### src/rtl/pwm_regs_pkg.sv
// Shared register map, ctrl bit positions, fade state encoding and the fade step helper.
// Used by pwm_fade_controller and its testbench.
package pwm_regs_pkg;

   localparam logic [6:0] ADDR_EN_OUT_LO     = 7'd0;
   localparam logic [6:0] ADDR_EN_OUT_HI     = 7'd1;
   localparam logic [6:0] ADDR_EN_PWM_LO     = 7'd2;
   localparam logic [6:0] ADDR_EN_PWM_HI     = 7'd3;
   localparam logic [6:0] ADDR_PWM_DUTY      = 7'd4;
   localparam logic [6:0] ADDR_FADE_TARGET   = 7'd5;
   localparam logic [6:0] ADDR_FADE_STEP     = 7'd6;
   localparam logic [6:0] ADDR_FADE_PRESCALE = 7'd7;
   localparam logic [6:0] ADDR_FADE_CTRL     = 7'd8;

   localparam int CTRL_START = 0;
   localparam int CTRL_LOOP  = 1;

   typedef enum logic {FADE_IDLE, FADE_RUN} fade_state_t;

   // Returns {reached, next_duty}; 9-bit distance compare guarantees no overshoot or wrap.
   function automatic logic [8:0] fade_next(input logic [7:0] duty,
                                            input logic [7:0] target,
                                            input logic [7:0] step);
      logic [8:0] step_eff;
      logic [8:0] diff;
      step_eff = (step == 8'd0) ? 9'd1 : {1'b0, step};
      diff     = (target >= duty) ? ({1'b0, target} - {1'b0, duty})
                                  : ({1'b0, duty} - {1'b0, target});
      if (diff <= step_eff)
         return {1'b1, target};
      else if (target > duty)
         return {1'b0, duty + step_eff[7:0]};
      else
         return {1'b0, duty - step_eff[7:0]};
   endfunction

endpackage

### src/rtl/pwm_fade_controller_if.sv
// Register write strobe and combinational readback port between SPI side and the controller.
interface pwm_fade_controller_if;
   logic       wr_valid;
   logic [6:0] wr_addr;
   logic [7:0] wr_data;
   logic [6:0] rd_addr;
   logic [7:0] rd_data;

   modport master (output wr_valid, wr_addr, wr_data, rd_addr, input rd_data);
   modport slave  (input wr_valid, wr_addr, wr_data, rd_addr, output rd_data);
endinterface

### src/rtl/fade_tick_gen.sv
// Fade prescaler: single-cycle tick every (prescale+1) << PRESCALE_SHIFT cycles while enabled.
// Counter is held at zero when disabled or cleared; tick is combinational from the count.
module fade_tick_gen #(
   parameter int PRESCALE_SHIFT = 8
) (
   input  logic       clk,
   input  logic       rst_n,
   input  logic       en,
   input  logic       clr,
   input  logic [7:0] prescale,
   output logic       tick
);
   localparam int CW = 9 + PRESCALE_SHIFT;

   logic [CW-1:0] cnt;
   logic [CW-1:0] term;

   assign term = ((CW'(prescale) + CW'(1)) << PRESCALE_SHIFT) - CW'(1);
   assign tick = en && (cnt == term);

   always_ff @(posedge clk or negedge rst_n) begin
      if (!rst_n)
         cnt <= '0;
      else if (clr || !en || tick)
         cnt <= '0;
      else
         cnt <= cnt + CW'(1);
   end
endmodule

### src/rtl/pwm_fade_controller.sv
// PWM config register file with a duty-cycle fade engine; SPI writes always beat fade updates.
// Writes land one cycle after the strobe. Ping-pong looping is built only with PWM_FADE_LOOP_EN.
module pwm_fade_controller
   import pwm_regs_pkg::*;
#(
   parameter int PRESCALE_SHIFT = 8,
   parameter int NUM_ADDR       = 9
) (
   input  logic                    clk,
   input  logic                    rst_n,
   pwm_fade_controller_if.slave    bus,
   output logic [7:0]              en_reg_out_7_0,
   output logic [7:0]              en_reg_out_15_8,
   output logic [7:0]              en_reg_pwm_7_0,
   output logic [7:0]              en_reg_pwm_15_8,
   output logic [7:0]              pwm_duty_cycle,
   output logic                    fade_busy,
   output logic                    fade_done
);
   fade_state_t state;
   logic [7:0]  fade_target;
   logic [7:0]  fade_step;
   logic [7:0]  fade_prescale;
   logic        ctrl_start;
   logic        ctrl_loop;
`ifdef PWM_FADE_LOOP_EN
   logic [7:0]  start_duty;
`else
   assign ctrl_loop = 1'b0;
`endif

   logic       wr_hit;
   logic       wr_duty;
   logic       wr_ctrl;
   logic       tick_raw;
   logic       tick;
   logic [8:0] nxt;

   assign wr_hit    = bus.wr_valid && (bus.wr_addr < 7'(NUM_ADDR));
   assign wr_duty   = wr_hit && (bus.wr_addr == ADDR_PWM_DUTY);
   assign wr_ctrl   = wr_hit && (bus.wr_addr == ADDR_FADE_CTRL);
   // Writes to duty or ctrl pre-empt a coincident tick entirely, including its done pulse.
   assign tick      = tick_raw && !wr_duty && !wr_ctrl;
   assign nxt       = fade_next(pwm_duty_cycle, fade_target, fade_step);
   assign fade_busy = (state == FADE_RUN);

   fade_tick_gen #(.PRESCALE_SHIFT(PRESCALE_SHIFT)) u_tick (
      .clk      (clk),
      .rst_n    (rst_n),
      .en       (state == FADE_RUN),
      .clr      (wr_ctrl && bus.wr_data[CTRL_START]),
      .prescale (fade_prescale),
      .tick     (tick_raw)
   );

   always_ff @(posedge clk or negedge rst_n) begin
      if (!rst_n) begin
         state           <= FADE_IDLE;
         en_reg_out_7_0  <= 8'd0;
         en_reg_out_15_8 <= 8'd0;
         en_reg_pwm_7_0  <= 8'd0;
         en_reg_pwm_15_8 <= 8'd0;
         pwm_duty_cycle  <= 8'd0;
         fade_target     <= 8'd0;
         fade_step       <= 8'd0;
         fade_prescale   <= 8'd0;
         ctrl_start      <= 1'b0;
         fade_done       <= 1'b0;
`ifdef PWM_FADE_LOOP_EN
         ctrl_loop       <= 1'b0;
         start_duty      <= 8'd0;
`endif
      end else begin
         fade_done <= 1'b0;
         if (tick) begin
            pwm_duty_cycle <= nxt[7:0];
            if (nxt[8]) begin
               fade_done <= 1'b1;
`ifdef PWM_FADE_LOOP_EN
               if (ctrl_loop) begin
                  fade_target <= start_duty;
                  start_duty  <= fade_target;
               end else begin
                  state      <= FADE_IDLE;
                  ctrl_start <= 1'b0;
               end
`else
               state      <= FADE_IDLE;
               ctrl_start <= 1'b0;
`endif
            end
         end
         // SPI write block comes last so it overrides any fade update in the same cycle.
         if (wr_hit) begin
            case (bus.wr_addr)
               ADDR_EN_OUT_LO:     en_reg_out_7_0  <= bus.wr_data;
               ADDR_EN_OUT_HI:     en_reg_out_15_8 <= bus.wr_data;
               ADDR_EN_PWM_LO:     en_reg_pwm_7_0  <= bus.wr_data;
               ADDR_EN_PWM_HI:     en_reg_pwm_15_8 <= bus.wr_data;
               ADDR_PWM_DUTY: begin
                  pwm_duty_cycle <= bus.wr_data;
                  state          <= FADE_IDLE;
                  ctrl_start     <= 1'b0;
               end
               ADDR_FADE_TARGET:   fade_target   <= bus.wr_data;
               ADDR_FADE_STEP:     fade_step     <= bus.wr_data;
               ADDR_FADE_PRESCALE: fade_prescale <= bus.wr_data;
               ADDR_FADE_CTRL: begin
                  ctrl_start <= bus.wr_data[CTRL_START];
`ifdef PWM_FADE_LOOP_EN
                  ctrl_loop  <= bus.wr_data[CTRL_LOOP];
                  start_duty <= pwm_duty_cycle;
`endif
                  state <= bus.wr_data[CTRL_START] ? FADE_RUN : FADE_IDLE;
               end
               default: ;
            endcase
         end
      end
   end

   always_comb begin
      bus.rd_data = 8'd0;
      case (bus.rd_addr)
         ADDR_EN_OUT_LO:     bus.rd_data = en_reg_out_7_0;
         ADDR_EN_OUT_HI:     bus.rd_data = en_reg_out_15_8;
         ADDR_EN_PWM_LO:     bus.rd_data = en_reg_pwm_7_0;
         ADDR_EN_PWM_HI:     bus.rd_data = en_reg_pwm_15_8;
         ADDR_PWM_DUTY:      bus.rd_data = pwm_duty_cycle;
         ADDR_FADE_TARGET:   bus.rd_data = fade_target;
         ADDR_FADE_STEP:     bus.rd_data = fade_step;
         ADDR_FADE_PRESCALE: bus.rd_data = fade_prescale;
         ADDR_FADE_CTRL:     bus.rd_data = {6'd0, ctrl_loop, ctrl_start};
         default:            bus.rd_data = 8'd0;
      endcase
   end
endmodule

### src/flat_wrapper.sv
// flat-port wrapper written by rule: the top's interface ports become plain ports
module pwm_fade_controller_flat import pwm_regs_pkg::*;
#(
   parameter int PRESCALE_SHIFT = 8,
   parameter int NUM_ADDR       = 9
)
  (clk, rst_n, en_reg_out_7_0, en_reg_out_15_8, en_reg_pwm_7_0, en_reg_pwm_15_8, pwm_duty_cycle, fade_busy, fade_done, bus_wr_valid, bus_wr_addr, bus_wr_data, bus_rd_addr, bus_rd_data);
  pwm_fade_controller_if bus_i ();
  input  logic clk;
  input  logic rst_n;
  output logic [7:0] en_reg_out_7_0;
  output logic [7:0] en_reg_out_15_8;
  output logic [7:0] en_reg_pwm_7_0;
  output logic [7:0] en_reg_pwm_15_8;
  output logic [7:0] pwm_duty_cycle;
  output logic fade_busy;
  output logic fade_done;
  input wire logic [$bits(bus_i.wr_valid)-1:0] bus_wr_valid;
  input wire logic [$bits(bus_i.wr_addr)-1:0] bus_wr_addr;
  input wire logic [$bits(bus_i.wr_data)-1:0] bus_wr_data;
  input wire logic [$bits(bus_i.rd_addr)-1:0] bus_rd_addr;
  output wire logic [$bits(bus_i.rd_data)-1:0] bus_rd_data;
  assign bus_i.wr_valid = bus_wr_valid;
  assign bus_i.wr_addr = bus_wr_addr;
  assign bus_i.wr_data = bus_wr_data;
  assign bus_i.rd_addr = bus_rd_addr;
  assign bus_rd_data = bus_i.rd_data;
  pwm_fade_controller #(.PRESCALE_SHIFT(PRESCALE_SHIFT), .NUM_ADDR(NUM_ADDR)) u_core (.clk(clk), .rst_n(rst_n), .bus(bus_i), .en_reg_out_7_0(en_reg_out_7_0), .en_reg_out_15_8(en_reg_out_15_8), .en_reg_pwm_7_0(en_reg_pwm_7_0), .en_reg_pwm_15_8(en_reg_pwm_15_8), .pwm_duty_cycle(pwm_duty_cycle), .fade_busy(fade_busy), .fade_done(fade_done));
endmodule
### config.mk
export PLATFORM = sky130hd
export DESIGN_NAME = pwm_fade_controller_flat
export DESIGN_NICKNAME = d
export VERILOG_FILES = /design/src/rtl/pwm_regs_pkg.sv /design/src/rtl/pwm_fade_controller_if.sv /design/src/rtl/fade_tick_gen.sv /design/src/rtl/pwm_fade_controller.sv /design/src/flat_wrapper.sv
export SDC_FILE = /design/constraint.sdc
export NUM_CORES = 1
export LEC_CHECK = 0
export ABC_AREA = 1
export CAP_MARGIN = 20
export CORE_AREA = 2 2 109 111
export CTS_CLUSTER_SIZE = 12
export DETAILED_ROUTE_END_ITERATION = 6
export DIE_AREA = 0 0 111 113
export GPL_TIMING_DRIVEN = 0
export PLACE_DENSITY = 0.79
export SETUP_SLACK_MARGIN = 0.4
export SLEW_MARGIN = 15
export SYNTH_ARGS = -nofsm -noshare
export SYNTH_HDL_FRONTEND = slang
export SYNTH_HIERARCHICAL = 1
export SYNTH_SLANG_ARGS = --single-unit
### constraint.sdc
create_clock -name clk -period 3.9 [get_ports clk]
set_clock_uncertainty 0.15 [all_clocks]
set_input_delay 0.78 -clock clk [delete_from_list [all_inputs] [get_ports clk]]
set_output_delay 0.78 -clock clk [all_outputs]
set_load 0.005 [all_outputs]
; ---- Word-level counts from Yosys, hierarchy flattened
; Index checks and enable logic that the tools add are counted.
; W data, S select, Z words.
[totals]
ff_bits = 84
output_inout_bits = 50
wordCells = 82
[op_classes]
addsub = 7
order_cmp = 4
eq_ne = 17
mux = 20
n_reduce_logical = 22
[op_table]
columns = cell, count
row1 = $pmux W8 S9, 1
row2 = $eq A7 B3 Y1 const B, 8
row3 = $mux W8, 5
row4 = $eq A7 B2 Y1 const B, 4
row5 = $mux W9, 2
row6 = $sub A8 B8 Y9, 2
row7 = $add A17 B1 Y17 const B, 1
row8 = $eq A17 B17 Y1, 1
row9 = $mux W17, 1
row10 = $sub A17 B1 Y17 const B, 1
row11 = $eq A7 B1 Y1 const B, 2
row12 = $eq A7 B4 Y1 const B, 2
row13 = $logic_not A7 Y1, 2
row14 = $reduce_and A2 Y1, 7
row15 = $add A8 B1 Y9 const B, 1
row16 = $le A9 B9 Y1, 1
row17 = $mux W1, 9
row18 = $add A8 B8 Y8, 1
row19 = $ge A8 B8 Y1, 1
row20 = $gt A8 B8 Y1, 1
row21 = $logic_not A8 Y1, 1
row22 = $sub A8 B8 Y8, 1
row23 = $logic_and A1 B1 Y1, 7
row24 = $lt A7 B4 Y1 const B, 1
row25 = other kinds (3), 7

; ---- Longest topological paths before layout
[logic_depth]
ltp_word = 9
depth_mapped = 25
ltp_nobuf = 24

; ---- By module
; Netlist, hierarchy kept.
[by_module_without_submodules]
columns = module, instances, cells_per_inst, area_each_um2
row1 = pwm_fade_controller, 1, 616, 4672.0
row2 = fade_tick_gen, 1, 196, 1401.3

; ---- Least setup slack after synthesis
; OpenSTA, ideal clock, no wires.
[synth_path]
path_kind = register -> register
from = register u_core.pwm_duty_cycle[1]
to = register u_core.pwm_duty_cycle[5]
setup_time_ns = 0.117
t_arrival_ns = 3.095
path_slack_ns = 0.538
path_stages_with_launch = 23
path_cell_list = dfrtp_1 inv_1 ha_1 nand2_2 nor2_1 nand3_2 nand4_4 inv_1 o21ai_0 xnor2_1 inv_1 ha_1 a21oi_1 o21ai_0 a21oi_1 nand2_1 nand2_1 nand2_4 buf_6 nand3_1 nand2_1 nor2_1 nor2_1
[synth_between]
elab_chain_cells = 7
elab_cells_between_ends = 13
cone_classes = 4 x add/sub / 3 x order compare / 6 x mux
[synth_lines]
columns = item, line_no
row1 = start: declaration, pwm_fade_controller.sv:16  ; output logic [7:0] pwm_duty_cycle,
row2 = start signal: assignment, pwm_fade_controller.sv:76  ; pwm_duty_cycle <= nxt[7:0];
row3 = start signal: assignment, pwm_fade_controller.sv:101  ; pwm_duty_cycle <= bus.wr_data;
row4 = $sub A8 B8 Y9 (tied with other cells), pwm_regs_pkg.sv:28  ; : ({1'b0, duty} - {1'b0, target});
row5 = $mux W9, pwm_regs_pkg.sv:27  ; diff = (target >= duty) ? ({1'b0, target} - {1'b0, duty})
row6 = $le A9 B9 Y1, pwm_regs_pkg.sv:29  ; if (diff <= step_eff)
row7 = $mux W9 *, pwm_regs_pkg.sv:29
row8 = $mux W8 *, pwm_fade_controller.sv:75  ; if (tick) begin
row9 = $mux W8, pwm_fade_controller.sv:95  ; case (bus.wr_addr)
row10 = $mux W8 *, pwm_fade_controller.sv:94  ; if (wr_hit) begin
; Mark *: on every way between the ends. The rest lies on a longest branch, timed or not.
; A chain may end at the register's enable or synchronous reset.

; ---- Final worst setup path
[layout_path]
from = input port bus_rd_addr[3]
to = output port bus_rd_data[7]
[layout_between]
elab_chain_cells = 2
elab_cells_between_ends = 10
cone_classes = 8 x eq/ne / 1 x mux / 1 x reduce/logical
[layout_lines]
columns = item, line_no
row1 = start: declaration, flat_wrapper.sv:21  ; input wire logic [$bits(bus_i.rd_addr)-1:0] bus_rd_addr;
row2 = $eq A7 B4 Y1 (tied with other cells), pwm_fade_controller.sv:124  ; case (bus.rd_addr)
row3 = $pmux W8 S9 *, pwm_fade_controller.sv:124
row4 = end: declaration, flat_wrapper.sv:22  ; output wire logic [$bits(bus_i.rd_data)-1:0] bus_rd_data;
; Marks and branches as above.

==> impl_metrics.tcl <==
set metrics [dict create \
    status "complete, but fails checks" \
    violations "design-rule violations" \
    p_sw_frac 0.355 \
    synthArstFlopShare 1.00 \
    drv_slew 0 \
    rows 39 \
    hp-class "input port to asynchronous set/reset pin" \
    clock_path_buffers 2 \
    final_net_count 993 \
    wl_mm 18.8 \
    cts_tree "yes" \
    synth-simple-area-share 0.295 \
    dp_hpwl_mm 13.0 \
    drcViolationCount 2 \
    synthMuxAreaShare 0.00330 \
    synthAdderAreaFrac 0.0820 \
    drv_cap 0 \
    core_um2 11300 \
    p_clk_frac 0.278 \
    pwr-share-comb 0.397 \
    yosys.cell_count.top_type "nand2_1" \
    synthCells 812 \
    power.density_nw_per_um2 382 \
    fill_cells 880 \
    finalHoldViolations 0 \
    vdd_drop_max_uv 348 \
    start_kind "input port" \
    synth_compound_area_frac 0.142 \
    grt_overflow_total 0 \
    p_total_mw 3.02 \
    portBuffers 74 \
    start_util 0.539 \
    cts.sinks 84 \
    insertedDiodeCount 0 \
    cts.clk_slew.worst_paths_ns 0.06 \
    setup_violations 0 \
    routed_via_density 5.77 \
    postRouteAntennaNets 0 \
    htree_levels 3 \
    fmax_ghz 0.291 \
    worst_pin_slew_ns 0.534 \
    path_class "input port to primary output" \
    cp-end-kind "primary output" \
    grt_first_pass_wirelength_mm 29.3 \
    synth_cell_types 42 \
    synth_top_area_share 0.346 \
    rsz0062_at_grt "yes" \
    intPower_mw 1.95 \
    gp_congestion 0.944 \
    root_buffer "clkbuf_16" \
    grt.total_usage 0.293 \
    cts_buffers 9 \
    die_w_um 111 \
    synth_xor_area_frac 0.0461 \
    p_leak_nw 3.66 \
    relSlewSlack 0.641 \
    seq_area_um2 2110 \
    multiInputGateArea_um2 3770 \
    critPathMaxFanout 7 \
    whs_ns 0.276 \
    drt_iter0_markers 692 \
    synth_top_family_by_area "simple AND/OR/NAND/NOR gates" \
    netlist_top_cells_count "nand2_1, inv_1, dfrtp_1, o21ai_0, nand3_1" \
    yosysWarnings 6 \
    wl_per_cell_um 17.5 \
    fin_crit_sh 0.881 \
    pin_count 75 \
    first_pass_iters 7 \
    die_h_um 113 \
    vias 6209 \
    syn_area_per_cell_um2 7.48 \
    dieArea_um2 12500 \
    antenna_found_initial 0 \
    netlist_area_um2 6070 \
    synth_nets 875 \
    synth_top_area_cell "dfrtp_1" \
    layout-drive-gt1-share 0.200 \
    synth_edf_count 0 \
    cp_data_arrival_time_ns 2.51 \
    grt_pass1_vias 5739 \
    syn2layout_area_growth_pct 30.3 \
    period_needed_ns 3.44 \
    crit_required_ns 2.97 \
    clkLatencyLatePin_ns 0.33 \
    ys_ff_latch 84 \
    switching_power_mw 1.07 \
    synth-seq-area-share 0.346 \
    synth_area_leaders "dfrtp_1, nand2_1, ha_1" \
    seq_power_share 0.325 \
    synthFlopType "dfrtp_1" \
    grt_start_max_net_pins 44 \
]
## power by group through the flow
| stage | registers, mW | clock network (mW) | logic (mW) |
|---|---|---|---|
| global placement | 0.997 | 0 | 0.929 |
| detailed placement | 0.998 | 0 | 0.950 |
| floorplan | 0.984 | 0 | 0.716 |
| CTS | 0.980 | 0.843 | 1.03 |
| finish | 0.982 | 0.841 | 1.20 |
| global route | 0.987 | 0.879 | 1.32 |
## cells in the final DEF (no fill, tap or decap), types with 21 or more instances in the layout
cell,synthesis,final
ha_1,35,25
clkdlybuf4s50_1,0,59
xor2_1,24,24
nand2_1,188,179
dfrtp_1,84,74
inv_1,108,91
a21oi_1,37,33
o21ai_0,76,63
nand4_1,21,21
nor2_1,56,51
nand3_1,57,52
buf_4,0,32
## metrics by stage
stage	instances	setup WS, ns	utilization	instance area [um^2]	TNS (ns)
floorplan	812	0.538	-	6070	0
global placement	1029	-1.06	0.620	6990	-90.38
detailed placement	1030	-0.258	0.622	7010	-2.14
CTS	1056	0.403	0.670	7550	0
global route	1077	0.347	0.702	7920	0
finish	1077	0.465	0.702	7920	0
## routing by layer
metal	global-route usage	up-vias	wire length (um)
li1	-	2924	-
met1	0.401	2897	7580
met2	0.476	329	8760
met5	0	-	0
met4	0.124	0	760
met3	0.0316	59	1720
## cell type report
| cell class | instances | share of cell area |
|---|---|---|
| multi-input cells | 602 | 0.476 |
| flip-flops and latches | 84 | 0.267 |
| repair buffers | 107 | 0.126 |
| inverters | 111 | 0.0545 |
| clock buffers | 10 | 0.0302 |
| well taps | 143 | 0.0226 |
| plain buffers | 15 | 0.0161 |
| clock inverters | 5 | 0.00664 |
## cell families (layout without fill, tap and decap cells)
family	count (synthesis)	after routing
AOI/OAI and AO/OA	152	152
xor gates and xnor gates	32	32
adders and majority gates	38	38
buffers and inverters	126	248
DFF	84	84
muxes	2	2
and+or+nand+nor	378	378
## flip-flops by register name, summed over array words and instances (netlist names), 8 cells and up
signal                  flops
u_core/en_reg_out_15_8      8
u_core/en_reg_pwm_7_0       8
u_core/fade_target          8
u_core/pwm_duty_cycle       8
u_core/fade_prescale        8
u_core/en_reg_out_7_0       8
u_core/en_reg_pwm_15_8      8
u_core/fade_step            8
u_core/u_tick/cnt          17
## repair_timing
action | CTS | global route
hold buffers | 0 | 0
setup endpoints to repair | 19 | 18
gates resized for setup | 69 | 61
setup buffers | 11 | 21
cloned | 0 | 0
pin swaps | 9 | 20
## worst max-delay path, stage by stage
cell and delay (ns):
clkdlybuf4s50_1 0.44, inv_1 0.11, nand3_2 0.09, or2_2 0.29
clkbuf_8 0.16, o22ai_2 0.19, a21oi_1 0.09, nand3_1 0.14
clkdlybuf4s15_2 0.22
## path summary, 6_finish.rpt
kind | start | endpoint | slack (ns) | cells past startpoint
min in group clk | u_core/u_tick/cnt[0] | u_core/u_tick/cnt[0] | 0.33 | 1
worst max register to register | u_core/pwm_duty_cycle[6] | u_core/ctrl_start | 0.48 | 20
worst min register to register | u_core/u_tick/cnt[0] | u_core/u_tick/cnt[0] | 0.33 | 1
max in group asynchronous | rst_n | u_core/fade_target[5] | 2.68 | 2
worst max-delay path | bus_rd_addr[3] | bus_rd_data[7] | 0.46 | 9
worst min-delay path | rst_n | u_core/en_reg_pwm_15_8[2] | 0.28 | 1
Note: power is estimated with default switching activity, not from simulation.
